[config.mk]
export PLATFORM = sky130hd
export DESIGN_NAME = opb_register_bank_simulink2ppc
export DESIGN_NICKNAME = d
export VERILOG_FILES = /design/src/rtl/opb_register_bank_simulink2ppc.sv
export SDC_FILE = /design/constraint.sdc
export NUM_CORES = 1
export LEC_CHECK = 0
export BUFFER_PORTS_ARGS = -buffer_cell sky130_fd_sc_hd__buf_4
export CAP_MARGIN = 20
export CORE_ASPECT_RATIO = 0.9
export CORE_MARGIN = 4
export CORE_UTILIZATION = 52
export CTS_BUF_LIST = sky130_fd_sc_hd__clkbuf_4
export CTS_CLUSTER_DIAMETER = 80
export CTS_CLUSTER_SIZE = 40
export DETAILED_ROUTE_END_ITERATION = 16
export GPL_TIMING_DRIVEN = 0
export PLACE_DENSITY = 0.78
export SYNTH_ARGS = -nofsm -noshare
export SYNTH_HDL_FRONTEND = slang
export SYNTH_SLANG_ARGS = --single-unit
[constraint.sdc]
create_clock -name OPB_Clk -period 4.6 [get_ports OPB_Clk]
set_input_delay 0.46 -clock OPB_Clk [delete_from_list [all_inputs] [get_ports OPB_Clk]]
set_output_delay 0.46 -clock OPB_Clk [all_outputs]
set_load 0.01 [all_outputs]
[src/rtl/opb_register_bank_simulink2ppc.sv]
// OPB slave exposing C_NUM_CH user words as coherent snapshots, plus CTRL and STATUS words.
// Optional per-channel overflow flags when SNAP_OVERFLOW_EN is defined.
module opb_register_bank_simulink2ppc #(
    parameter logic [31:0] C_BASEADDR   = 32'h00000000,
    parameter logic [31:0] C_HIGHADDR   = 32'h000000FF,
    parameter int          C_OPB_AWIDTH = 32,
    parameter int          C_OPB_DWIDTH = 32,
    parameter int          C_NUM_CH     = 4,
    parameter int          C_USER_WIDTH = 32
) (
    input  logic                             OPB_Clk,
    input  logic                             OPB_Rst,
    input  logic [0:C_OPB_AWIDTH-1]          OPB_ABus,
    input  logic [0:C_OPB_DWIDTH/8-1]        OPB_BE,
    input  logic [0:C_OPB_DWIDTH-1]          OPB_DBus,
    input  logic                             OPB_RNW,
    input  logic                             OPB_select,
    input  logic                             OPB_seqAddr,
    output logic [0:C_OPB_DWIDTH-1]          Sl_DBus,
    output logic                             Sl_xferAck,
    output logic                             Sl_errAck,
    output logic                             Sl_retry,
    output logic                             Sl_toutSup,
    input  logic [C_NUM_CH*C_USER_WIDTH-1:0] user_data_in,
    input  logic [C_NUM_CH-1:0]              user_valid,
    input  logic                             user_snap
);
    localparam int WW = C_OPB_AWIDTH - 2;
    localparam logic [1:0] ST_IDLE = 2'd0;
    localparam logic [1:0] ST_ACK  = 2'd1;
    localparam logic [1:0] ST_HOLD = 2'd2;

    logic [1:0]              state;
    logic [C_OPB_DWIDTH-1:0] rdata_q;
    logic [C_OPB_DWIDTH-1:0] rd_next;
    logic [C_OPB_DWIDTH-1:0] wdata;
    logic [C_OPB_DWIDTH-1:0] status;
    logic [C_OPB_AWIDTH-1:0] addr;
    logic [C_OPB_AWIDTH-1:0] off;
    logic [WW-1:0]           word;
    logic                    in_win;
    logic                    decode;
    logic                    wr_ctrl;
    logic                    snap_ev;
    logic                    auto_en;
    logic [15:0]             snap_cnt;
    logic [C_NUM_CH-1:0]     ovf;
    logic [C_USER_WIDTH-1:0] live   [C_NUM_CH];
    logic [C_USER_WIDTH-1:0] shadow [C_NUM_CH];
    logic                    unused_bits;

    // Bus is big-endian bit numbered; the internal vectors are little-endian.
    assign addr    = OPB_ABus;
    assign wdata   = OPB_DBus;
    assign off     = addr - C_OPB_AWIDTH'(C_BASEADDR);
    assign in_win  = (off <= C_OPB_AWIDTH'(C_HIGHADDR - C_BASEADDR));
    assign word    = off[C_OPB_AWIDTH-1:2];
    assign decode  = (state == ST_IDLE) && OPB_select && in_win;
    assign wr_ctrl = decode && !OPB_RNW && (word == WW'(C_NUM_CH)) && OPB_BE[C_OPB_DWIDTH/8-1];
    // AUTO pauses while a read is on the bus so the read sees a stable set.
    assign snap_ev = user_snap | (wr_ctrl & wdata[0]) | (auto_en & ~(OPB_select & OPB_RNW));

    assign Sl_errAck   = 1'b0;
    assign Sl_retry    = 1'b0;
    assign Sl_toutSup  = 1'b0;
    assign Sl_xferAck  = (state == ST_ACK);
    assign Sl_DBus     = (state == ST_ACK) ? rdata_q : '0;
    assign unused_bits = ^{1'b0, OPB_seqAddr, OPB_BE, wdata, off[1:0]};

    always_comb begin
        status = '0;
        status[15:0] = snap_cnt;
        status[16 +: C_NUM_CH] = ovf;
    end

    always_comb begin
        rd_next = '0;
        if (OPB_RNW) begin
            for (int i = 0; i < C_NUM_CH; i++)
                if (word == WW'(i)) rd_next[C_USER_WIDTH-1:0] = shadow[i];
            if (word == WW'(C_NUM_CH))     rd_next[1] = auto_en;
            if (word == WW'(C_NUM_CH + 1)) rd_next = status;
        end
    end

    always_ff @(posedge OPB_Clk) begin
        if (OPB_Rst) begin
            state    <= ST_IDLE;
            rdata_q  <= '0;
            auto_en  <= 1'b0;
            snap_cnt <= '0;
            for (int i = 0; i < C_NUM_CH; i++) begin
                live[i]   <= '0;
                shadow[i] <= '0;
            end
        end else begin
            case (state)
                ST_IDLE: if (decode) begin
                    state   <= ST_ACK;
                    rdata_q <= rd_next;
                end
                ST_ACK:  state <= OPB_select ? ST_HOLD : ST_IDLE;
                ST_HOLD: if (!OPB_select) state <= ST_IDLE;
                default: state <= ST_IDLE;
            endcase
            if (wr_ctrl) auto_en <= wdata[1];
            if (snap_ev) snap_cnt <= snap_cnt + 16'd1;
            for (int i = 0; i < C_NUM_CH; i++) begin
                if (user_valid[i]) live[i] <= user_data_in[i*C_USER_WIDTH +: C_USER_WIDTH];
                if (snap_ev)       shadow[i] <= live[i];
            end
        end
    end

`ifdef SNAP_OVERFLOW_EN
    logic                clr_ovf;
    logic [C_NUM_CH-1:0] pend;

    assign clr_ovf = wr_ctrl & wdata[2];

    // pend marks a load not yet captured; a valid landing on the snapshot edge opens a new interval.
    always_ff @(posedge OPB_Clk) begin
        if (OPB_Rst) begin
            pend <= '0;
            ovf  <= '0;
        end else begin
            for (int i = 0; i < C_NUM_CH; i++) begin
                ovf[i]  <= (user_valid[i] & pend[i] & ~snap_ev) | (ovf[i] & ~clr_ovf);
                pend[i] <= user_valid[i] | (pend[i] & ~snap_ev);
            end
        end
    end
`else
    assign ovf = '0;
`endif

endmodule
==> summary.txt <==
Floorplan
  – # rows: 55
  – Core area: 0.0252 mm^2
  – Initial core utilization: 0.529
  – Die area: 0.0282 mm^2
  – Die H: 160 um
  – Die width: 177 um
  – Num ports: ~240

Pwr
  – Peak VDD IR: around 0.25 mV
  – Cell Pwr Density: around 300 mW/mm^2
  – Leak: 6.73 nW

Placement
  – Dpl cells: 1576
  – Port buffer count: 200
  – Final Wtd Congestion: a little under 0.9
  – Placed cell area: 0.0153 mm^2
  – Hpwl dp: ~22000 um

Synth
  – Unique masters post-synth: 51
  – Seq/Total Area, Yosys: 0.654
  – Post-synthesis async set-or-reset flop share: 0
  – Seq cells post-synth: 307
  – Avg Inst Size Synth: 12.9 um^2
  – Top FF cell, synth: edfxtp_1
  – Area of the mapped netlist: 0.0133 mm^2
  – Synthesis Warnings: 0
  – Post-synth EDFFs: 256
  – Cell count after synthesis: 1032

Hold path
  – Hold Crit Depth: 2
  – Hold Startpoint: user_data_in[35]
  – HP Class: input pin to flip-flop

Worst setup path
  – Worst r2r path cells: 5
  – Worst Path Required: 4960 ps
  – Crit start category: flip-flop
  – Critical Path Start: state[1]
  – R2r setup slk: 1500 ps
  – Worst R2R Start: state[1]
  – CP arrival: 3450 ps
  – CP Capture Type: flip-flop
  – Crit-path max FO: 128
  – Setup CP Type: flip-flop to flip-flop

STA
  – Sum Neg Setup Slack: 0 ps
  – Least-Margin Pin Slew: 935 ps
  – Final min period: 3100 ps
  – Final setup violation count: 0
  – WHS: between 80 and 90 ps
  – Final Hold Fails: 0
  – Setup repair after global routing missed its margin: false
  – Rel. slew slack: 0.376
  – Final period utilization: 0.673
  – Fmax: 323 MHz
  – Worst Skew: 65.4 ps
  – Max-slew violations: 0

CTS
  – CTS H-tree lvls: 1
  – Clock root cell: clkbuf_4
  – Post-CTS Resized: 0
  – Post-CTS Setup Inserts: 0
  – CTS tree: built
  – Reg clk slew, reported paths: roughly 290 ps
  – CTS Buffer Depth: 3
  – Clock Latency Late Sink: approximately 740 ps
  – Num CTS Buffers: 14
  – Sink Count: 307

Global route
  – Largest net degree at the start of global routing: 129
  – Global-route usage over all layers: 0.215
  – Global-route wire length before repair: roughly 48000 um
  – Number of global-route vias before repair: about 9000
  – Antenna violations before repair: 3
  – Gr ovfl total: 0

Layout
  – Final cell count without fillers: 1730
  – Sequential Area: 0.00871 mm^2
  – Commonest non-fill, non-tap cells in the layout: and2_1 (291), edfxtp_1 (256), buf_4 (204)
  – Share of cells above drive strength 1: 0.204
  – Multi-input gate area: 0.00419 mm^2
  – Area grow syn2layout: 26.3%
  – Nets@finish: 1586
  – Fillers: 1821
  – Finished Core Util: 0.668
  – Commonest non-fill, non-tap cell in the layout: and2_1
  – Design area: 0.0168 mm^2

Detailed routing
  – Vias after detailed routing: 8999
  – Antenna viol nets, final: 0
  – DR vias/cell: 5.20
  – WL/cell: 18.1 um
  – Total Wirelength: 31200 um
  – Detailed Routing Iterations Pass 1: 7
  – Number of remaining DRC errors: 0
  – DRT iter0 DRCs: 856

Job
  – MaxCap Viol Count: 0

Status
  – Status: finished, final reports clean
path summary, 6_finish.rpt:
| path | to |
|---|---|
| hold / removal | live[1][3] |
| setup / recovery | shadow[1][3] |
| setup reg to reg | shadow[1][3] |
| hold reg to reg | rdata_q[22] |
stage by stage:
| step | total power, mW | setup slack (ps) |
|---|---|---|
| floorplan | 3.54 | 1020 |
| global placement | 3.75 | -60.5 |
| CTS | 4.92 | 1600 |
| detailed placement | 3.77 | 1160 |
| finish | 4.94 | 1500 |
| global route | 5.12 | 1290 |
Yosys cell counts, types with 5 or more instances:
cell,n,area share
and2_1,291,0.14
edfxtp_1,256,0.58
nor2_1,82,0.023
dfxtp_1,51,0.077
clkbuf_1,43,0.012
a21oi_1,35,0.013
a22o_1,32,0.021
mux2_2,23,0.019
o21ai_0,19,0.0071
mux2i_1,18,0.014
o22ai_1,16,0.0075
o2bb2ai_1,15,0.0099
nor2b_1,14,0.0066
nand2_1,13,0.0037
buf_8,11,0.012
nand4_1,11,0.0052
nand3_1,10,0.0038
nor3_1,9,0.0034
or2_2,7,0.0033
nor4_1,6,0.0028
and3_1,5,0.0023
buf_1,5,0.0014
routing by layer:
layer | track usage | up-vias | routed length [um]
li1 | - | 4361 | -
met1 | 0.299 | 4265 | 13600
met2 | 0.361 | 328 | 14900
met3 | 0.0272 | 43 | 2080
met4 | 0.0552 | 2 | 612
met5 | 0 | - | 8
repair_timing:
item | 4_1_cts | 5_1_grt
endpoints found under the hold margin | 124 | 4
setup endpoints to repair | 0 | 0
hold buffers | 124 | 4
critical path, cell delays in order, from the launching register on:
cell	delay, ps
dfxtp_1	410
nor3b_1	390
nand4_1	200
nor4_1	680
nor3_1	290
nand2_8	720
flip-flops by register name, indices dropped and copies added, names as in the netlist:
| name | count |
|---|---|
| live | 128 |
| state | 2 |
| auto_en | 1 |
| snap_cnt | 16 |
| shadow | 128 |
| rdata_q | 32 |
area by class of cell:
type / count / share of cell area
clock buffer: 15 / 0.00670
multi-input combinational: 654 / 0.249
antenna: 2 / 0.000298
inverter: 4 / 0.000893
sequential: 307 / 0.518
buffer: 69 / 0.0249
timing repair buffer: 329 / 0.166
tap: 342 / 0.0255
clock inverter: 8 / 0.00863
power by group:
part / switching (mW) / internal [mW]
Clock: 0.893 / 0.235
Combinational: 0.268 / 0.286
Sequential: 0.0522 / 3.20
Total: 1.21 / 3.72
logic make-up (layout without fill, tap and decap cells):
family	count (synthesis)	in the layout	synth area share
other	1	5	0.000282
flip-flops	307	307	0.654
adder cells (fa/ha/maj)	1	1	0.000940
AO/OA/AOI/OAI	140	140	0.0736
buffers and inverters	73	425	0.0325
AND/OR/NAND/NOR	468	468	0.205
multiplexers	41	41	0.0330
XOR/XNOR	1	1	0.000658
Note: power is estimated with default switching activity, not from simulation.
